$ cat src/rtl/nco_sweep_ctrl.sv
// rtl/nco_sweep_ctrl.sv - NCO frequency-step sweep controller (single / repeat / bounce)
module nco_sweep_ctrl #(
    parameter int FSTEP_W = 14,
    parameter int DWELL_W = 16
) (
    input  logic               clk,
    input  logic               rst,
    input  logic               start_i,
    input  logic               stop_i,
    input  logic [1:0]         mode_i,
    input  logic [FSTEP_W-1:0] start_step_i,
    input  logic [FSTEP_W-1:0] stop_step_i,
    input  logic [FSTEP_W-1:0] inc_i,
    input  logic [DWELL_W-1:0] dwell_i,
    output logic [FSTEP_W-1:0] freq_step_o,
    output logic               step_valid_o,
    output logic               nco_en_o,
    output logic               busy_o,
    output logic               done_o
);

    typedef enum logic [1:0] {
        IDLE  = 2'd0,
        DWELL = 2'd1,
        STEP  = 2'd2,
        DONE  = 2'd3
    } state_t;

    localparam logic [1:0] MODE_REPEAT = 2'b01;
    localparam logic [1:0] MODE_BOUNCE = 2'b10;

    state_t state_q, state_d;

    // Configuration captured when a sweep is accepted; the live inputs are
    // ignored for the rest of the sweep.
    logic [FSTEP_W-1:0] start_q;
    logic [FSTEP_W-1:0] stop_q;
    logic [FSTEP_W-1:0] inc_q;
    logic [DWELL_W-1:0] dwell_q;
    logic [1:0]         mode_q;
    logic               up_q;     // stop >= start: stepping toward stop is upward
    logic               fwd_q;    // bounce heading: 1 toward stop, 0 toward start

    logic [FSTEP_W-1:0] freq_q;
    logic               step_valid_q;
    logic [DWELL_W-1:0] cnt_q;    // cycles the current value has been shown, minus one

    logic               accept;
    logic               active;
    logic               expired;
    logic               at_stop;
    logic               at_start;
    logic               load_start;
    logic               load_step;
    logic [FSTEP_W-1:0] next_val;
    logic               next_fwd;
    logic [FSTEP_W-1:0] toward_stop;
    logic [FSTEP_W-1:0] toward_start;

    // One step from cur toward tgt, clamped at tgt. The extra bit catches
    // both carry out of the top and borrow below zero, so it never wraps.
    function automatic logic [FSTEP_W-1:0] step_toward(
        input logic [FSTEP_W-1:0] cur,
        input logic [FSTEP_W-1:0] tgt,
        input logic [FSTEP_W-1:0] inc,
        input logic               up
    );
        logic [FSTEP_W:0] sum;
        logic [FSTEP_W:0] diff;
        logic [FSTEP_W-1:0] res;
        sum  = {1'b0, cur} + {1'b0, inc};
        diff = {1'b0, cur} - {1'b0, inc};
        if (up) begin
            if (sum >= {1'b0, tgt}) res = tgt;
            else                    res = sum[FSTEP_W-1:0];
        end else begin
            if (diff[FSTEP_W] || (diff[FSTEP_W-1:0] <= tgt)) res = tgt;
            else                                             res = diff[FSTEP_W-1:0];
        end
        return res;
    endfunction

    assign accept       = start_i && !stop_i;
    assign active       = (state_q == DWELL) || (state_q == STEP);
    assign expired      = (cnt_q == dwell_q);
    assign at_stop      = (freq_q == stop_q);
    assign at_start     = (freq_q == start_q);
    assign toward_stop  = step_toward(freq_q, stop_q, inc_q, up_q);
    assign toward_start = step_toward(freq_q, start_q, inc_q, !up_q);

    // State register.
    always_ff @(posedge clk) begin
        if (rst) state_q <= IDLE;
        else     state_q <= state_d;
    end

    // Next state and the choice of the next frequency value at dwell expiry.
    always_comb begin
        state_d    = state_q;
        load_start = 1'b0;
        load_step  = 1'b0;
        next_val   = freq_q;
        next_fwd   = fwd_q;
        case (state_q)
            IDLE: begin
                if (accept) begin
                    state_d    = DWELL;
                    load_start = 1'b1;
                end
            end
            DWELL, STEP: begin
                if (stop_i) begin
                    state_d = IDLE;
                end else if (expired) begin
                    case (mode_q)
                        MODE_REPEAT: begin
                            state_d   = STEP;
                            load_step = 1'b1;
                            next_val  = at_stop ? start_q : toward_stop;
                        end
                        MODE_BOUNCE: begin
                            state_d   = STEP;
                            load_step = 1'b1;
                            if (fwd_q) begin
                                if (at_stop) begin
                                    next_fwd = 1'b0;
                                    next_val = toward_start;
                                end else begin
                                    next_val = toward_stop;
                                end
                            end else begin
                                if (at_start) begin
                                    next_fwd = 1'b1;
                                    next_val = toward_stop;
                                end else begin
                                    next_val = toward_start;
                                end
                            end
                        end
                        default: begin
                            if (at_stop) begin
                                state_d = DONE;
                            end else begin
                                state_d   = STEP;
                                load_step = 1'b1;
                                next_val  = toward_stop;
                            end
                        end
                    endcase
                end else begin
                    state_d = DWELL;
                end
            end
            DONE: begin
                state_d = IDLE;
            end
            default: begin
                state_d = IDLE;
            end
        endcase
    end

    // Config latch, frequency register and dwell counter.
    always_ff @(posedge clk) begin
        if (rst) begin
            start_q      <= '0;
            stop_q       <= '0;
            inc_q        <= '0;
            dwell_q      <= '0;
            mode_q       <= '0;
            up_q         <= 1'b0;
            fwd_q        <= 1'b0;
            freq_q       <= '0;
            step_valid_q <= 1'b0;
            cnt_q        <= '0;
        end else begin
            step_valid_q <= load_start || load_step;
            if (load_start) begin
                start_q <= start_step_i;
                stop_q  <= stop_step_i;
                inc_q   <= (inc_i == '0) ? {{(FSTEP_W-1){1'b0}}, 1'b1} : inc_i;
                dwell_q <= dwell_i;
                mode_q  <= mode_i;
                up_q    <= (stop_step_i >= start_step_i);
                fwd_q   <= 1'b1;
                freq_q  <= start_step_i;
                cnt_q   <= '0;
            end else if (load_step) begin
                freq_q <= next_val;
                fwd_q  <= next_fwd;
                cnt_q  <= '0;
            end else if (active && !expired) begin
                cnt_q <= cnt_q + 1'b1;
            end
        end
    end

    assign freq_step_o  = freq_q;
    assign step_valid_o = step_valid_q;
    assign busy_o       = active;
    assign nco_en_o     = active;
    assign done_o       = (state_q == DONE);

endmodule

$ cat config.mk
export PLATFORM = sky130hd
export DESIGN_NAME = nco_sweep_ctrl
export DESIGN_NICKNAME = d
export VERILOG_FILES = /design/src/rtl/nco_sweep_ctrl.sv
export SDC_FILE = /design/constraint.sdc
export NUM_CORES = 1
export LEC_CHECK = 0
export CAP_MARGIN = 20
export CORE_UTILIZATION = 38
export CTS_CLUSTER_DIAMETER = 40
export DETAILED_ROUTE_END_ITERATION = 8
export GPL_ROUTABILITY_DRIVEN = 0
export RECOVER_POWER = 50
export SKIP_LAST_GASP = 1
export SLEW_MARGIN = 10
export SYNTH_ARGS = -nofsm -noshare
export SYNTH_HDL_FRONTEND = slang
export SYNTH_SLANG_ARGS = --single-unit
$ cat constraint.sdc
create_clock -name clk -period 7.8 [get_ports clk]
set_input_delay 1.17 -clock clk [delete_from_list [all_inputs] [get_ports clk]]
set_output_delay 1.17 -clock clk [all_outputs]
set_load 0.01 [all_outputs]
---- Word level (Yosys, flattened, before mapping) ----
Cells that the tools add are included.
word-level totals
  register bits after elaboration ......... 95
  input port bits ......................... 64
  output and inout bits ................... 18
  logic and storage cells ................. 88
cells by class
  add/subtract/negate cells ............... 3
  order comparisons ....................... 5
  eq/ne operators ......................... 11
  multiplexer cells ....................... 39
  reductions and logical operators ........ 19
operators by type and width
  operator               count
  $mux 14                17
  $ge 15x14->1           2
  $eq 14x14->1           2
  $le 14x14->1           2
  $pmux 14 s2            1
  $mux 1                 17
  $add 16x1->16 const B  1
  $eq 16x16->1           1
  $add 14x14->15         1
  $sub 14x14->15         1
  $ge 14x14->1           1
  $logic_not 14->1       1
  $reduce_and 5->1       2
  $reduce_bool 2->1      4
  $eq 2x2->1 const B     3
  $mux 2                 3
  $pmux 2 s3             1
  $eq 2x1->1 const B     2
  $logic_or 1x1->1       4
  $ne 4x1->1 const B     1
  $reduce_or 2->1        2
  $reduce_or 3->1        1
  $logic_and 1x1->1      2
  $logic_not 1->1        2
  other kinds (3)        3

---- Logic depth before layout (Yosys ltp) ----
  depth after elaboration ................. 13
  gate-level depth with buffers ........... 20
  depth with buffers taken out ............ 19

---- Worst setup path before layout ----
OpenSTA, ideal clock, no wires.
  kind .................................... register to register
  from .................................... register inc_q[1]
  to ...................................... register freq_q[1] (netlist: freq_step_o[1])
  setup time .............................. 0.083 ns
  arrival ................................. 4.054 ns
  data required time ...................... 7.717 ns
  slack ................................... 3.664 ns
  stages on the path, launching flop included .. 20
  path buffers ............................ 1
  period minus slack after synthesis ...... 4.136 ns
  cell sequence ........................... dfxtp_1 > inv_1 > ha_1 > nor2b_1 > o2111ai_1 > a31oi_1 > o211ai_1 > and2_1 > o311ai_0 > ha_1 > nand4_1 > nor2_1 > o211a_1 > o31a_1 > o21ai_0 > clkbuf_1 > nor2_1 > a221o_1 > a21o_1 > o221ai_1
between the ends
  word-level cells in the longest chain between the ends .. 13
  elaborated cells between the ends (all ways) .. 25
  those cells by class .................... add/sub: 2; order compare: 4; mux: 17; reduce/logical: 2
RTL lines
  element                            RTL line  RTL
  from (decl)                        38        logic [FSTEP_W-1:0] inc_q;
  from (signal assigned)             181       inc_q <= (inc_i == '0) ? {{(FSTEP_W-1){1'b0}}, 1'b1} : inc_i;
  $sub 14x14->15                     72        diff = {1'b0, cur} - {1'b0, inc};
  $le 14x14->1                       77        if (diff[FSTEP_W] || (diff[FSTEP_W-1:0] <= tgt)) res = tgt;
  $logic_or 1x1->1                   77
  $mux 14                            77
  $mux 14                            73        if (up) begin
  $mux 14, on equally long branches  132, 125
  $mux 14                            124       if (fwd_q) begin
  $pmux 14 s2 *                      115       case (mode_q)
  $mux 14 *                          114       end else if (expired) begin
  $mux 14 *                          112       if (stop_i) begin
  $mux 14 *                          104       case (state_q)
  $mux 14 *                          188       end else if (load_step) begin
  $mux 14 *                          178       if (load_start) begin
  to (signal assigned)               186       freq_q <= start_step_i;
  to (signal assigned)               189       freq_q <= next_val;
  to (decl)                          44        logic [FSTEP_W-1:0] freq_q;
Every way passes the cells marked *; elsewhere a longest branch is shown, timed or not. The select of a mux whose other input is x is not followed.
A chain may end at the register's enable or synchronous reset.

---- Worst setup path in the final report ----
  from .................................... input port stop_i
  to ...................................... register freq_q[13] (netlist: freq_step_o[13])
between the ends
  word-level cells in the longest chain between the ends .. 6
  elaborated cells between the ends (all ways) .. 13
  those cells by class .................... eq/ne: 2; mux: 5; reduce/logical: 6
RTL lines
  element                                       RTL line  RTL
  from (decl)                                   9         input logic stop_i,
  $logic_not 1->1                               83        assign accept = start_i && !stop_i;
  $logic_and 1x1->1                             83
  $mux 1                                        106       if (accept) begin
  $mux 1                                        104
  $ne 4x1->1 (no line) (tied with other cells)  -
  $reduce_and 5->1 (no line)                    -
Several ways; a longest one is shown, not always the timed one.

==> reports/metrics.yaml <==
crit_path_start_kind: "input pin"
insertion_delay_ns: 0.35
cts-root-buf: "clkbuf_16"
whs_path_depth: 2
clock_path_buffers: 2
top_layer: "met4"
cts_tree: "built"
setup_tns_ns: 0
yosys_warnings: 0
vias: 8489
grtUsageTotal: 0.260
r2r_cells: 19
worst_pin_slew_ns: 2.95
synth_area_mm2: 0.00832
die_w_um: 150
crit_path_end_kind: "register"
cp_max_fo: 66
synth_flop_cell: "dfxtp_1"
grt_start_max_net_pins: 80
critical_path_class: "in -> reg"
power_mw: 2.04
synth_edf_count: 0
ctsHoldBuffers: 0
postCtsSetupBuffers: 0
slew_violations: 74
antennaDiodeCount: 0
io_pins: 82
fmax_ghz: 0.189
numCtsBuffers: 9
wl_met2_um: 12200
synth_top_area_frac: 0.229
clkTransAtPathRegs_ns: 0.07
worst_slack_ns: 2.51
ys_seq_elements: 95
drc: 22
final.min_clock_period_ns: 5.29
rrSetupSlack_ns: 2.58
cpPeakStageDelay_ns: 2.14
layout_common_cells: "nand2_1, a21oi_1, ha_1"
synth_nets: 1285
synth_area_leaders: "dfxtp_1, ha_1, a21oi_1"
placed_cell_area_mm2: 0.00932
routed_via_density: 5.86
worstSetupStartpoint: "stop_i"
async_flop_share: 0
dp_hpwl_um: 22400
finalSetupViolCount: 0
maxCapViolCount: 2
die_h_um: 150
fin_crit_sh: 0.679
area_growth_pct: 15.7
hold_viol_final: 0
pre_cts_ws_ns: 2.82
synth_top_cell_by_area: "dfxtp_1"
ant_nets: 0
layout_commonest_cell: "nand2_1"
drive_gt1_frac: 0.0324
synth_seq_area_share: 0.229
rows: 53
grt-ovfl-total: 0
rsz0062_at_grt: "false"
antenna_found_initial: 0
fp.dieArea_mm2: 0.0225
violations: "design-rule violations, max-capacitance violations, max-slew violations"
grt_pass1_wl_um: 44700
initial_utilization: 0.392
yosysUniqueCellTypes: 75
ir_drop_mv: 0.111
grt_pass1_vias: 7880
htree_num_levels: 3
hold_path_class: "reg -> reg"
fill_cells: 2225
timing.rr.start: "freq_step_o[0]$_SDFFE_PP0P_"
drt-wirelength-per-cell_um: 20.0
cts.repair.resized: 0
clock_skew_ns: 0.00871
syn_inst: 1115
crit_chain: "dlygate4sd3_1 > nor3b_1 > clkbuf_1 > nor4_4 > nand2_2 > o22ai_1 > nand2b_1 > o22a_1"
whs_ns: 0.469
drt_first_iter_violations: 687
nNetsFinal: 1338
drt-met1-wl_um: 13100
routed_wl_um: 28900
worstSetupEndpoint: "freq_step_o[13]$_SDFFE_PP0P_"
dr.pass1.iters: 9
clock_sinks: 95
core_mm2: 0.0212
outcome: "finished, violations left"
syn_area_per_cell_um2: 7.46
wl_met3_um: 2450
rr_endpoint: "freq_step_o[3]$_SDFFE_PP0P_"
critPathRequiredTime_ns: 8.05
arrival_ns: 5.54
design_area_mm2: 0.00962
port_buffers: 81
power_density_mw_per_mm2: 212
slew_headroom: -0.967
p_leak_nw: 3.99
cp_slowest_cell: "clkbuf_1"
kinds of logic (layout without fill, tap and decap cells):
logic type                 count (synthesis)  count (layout)  synth area share
AOI/OAI and AO/OA                        318             318             0.249
xor gates and xnor gates                  67              67            0.0706
adders and majority gates                106             106             0.161
buffers and inverters                    138             196            0.0653
DFF                                       95              95             0.229
muxes                                      5               5           0.00617
and+or+nand+nor                          386             386             0.219
synthesized netlist by cell type (10+ instances only):
cell / count
nor4_1: 15
dfxtp_1: 95
nand4_1: 14
xnor2_1: 17
a22oi_1: 10
and3_1: 11
ha_1: 104
inv_1: 92
nor2b_1: 12
o211ai_1: 11
xor2_1: 50
nand2_1: 160
clkbuf_1: 33
a21oi_1: 120
nor3_1: 26
o21ai_0: 50
nand3_1: 27
nor2_1: 72
o21a_1: 13
or3_1: 14
state kept, by name, summed over array words and instances, names as in the netlist:
| register | cells |
|---|---|
| inc_q | 14 |
| mode_q | 2 |
| dwell_q | 16 |
| fwd_q | 1 |
| up_q | 1 |
| step_valid_o | 1 |
| stop_q | 14 |
| start_q | 14 |
| freq_step_o | 14 |
| state_q | 2 |
| cnt_q | 16 |
layout make-up:
type	count	area, um^2	share of cell area
flip-flops and latches	95	1900	0.198
clock buffers	9	225	0.0234
inverters	92	345	0.0359
repair buffers	88	852	0.0886
well taps	275	344	0.0358
clock inverters	7	104	0.0108
multi-input cells	882	5850	0.608
power breakdown:
group / switching, mW / internal (mW)
registers: 0.0457 / 0.510
clock network: 0.213 / 0.286
logic: 0.604 / 0.380
total: 0.863 / 1.18
per-layer routing:
metal,vias to the layer above,GRT usage
li1,4086,-
met1,3942,0.360
met2,392,0.391
met3,69,0.0460
met4,0,0.114
met5,-,0
worst max-delay path: cells and delay by family:
family                 cells  cell delay [ns]
AO/OA/AOI/OAI              2             0.34
AND/OR/NAND/NOR            4             1.27
buffers and inverters      2             2.75
metrics by stage:
step | cells | util
final | 1448 | 0.453
after global routing | 1448 | 0.453
after CTS | 1447 | 0.455
after detailed placement | 1431 | 0.439
after global placement | 1431 | 0.439
after floorplan | 1115 | -
worst min path at each step:
stage / to / slack [ns] / start
floorplan: dwell_q[0]$_SDFFE_PP0P_ / 0.45 / dwell_q[0]$_SDFFE_PP0P_
global placement: dwell_q[12]$_SDFFE_PP0P_ / 0.46 / dwell_q[12]$_SDFFE_PP0P_
detailed placement: dwell_q[11]$_SDFFE_PP0P_ / 0.46 / dwell_q[11]$_SDFFE_PP0P_
CTS: dwell_q[11]$_SDFFE_PP0P_ / 0.48 / dwell_q[11]$_SDFFE_PP0P_
global route: dwell_q[11]$_SDFFE_PP0P_ / 0.49 / dwell_q[11]$_SDFFE_PP0P_
finish: dwell_q[11]$_SDFFE_PP0P_ / 0.47 / dwell_q[11]$_SDFFE_PP0P_
(Power assumes the default switching activity.)
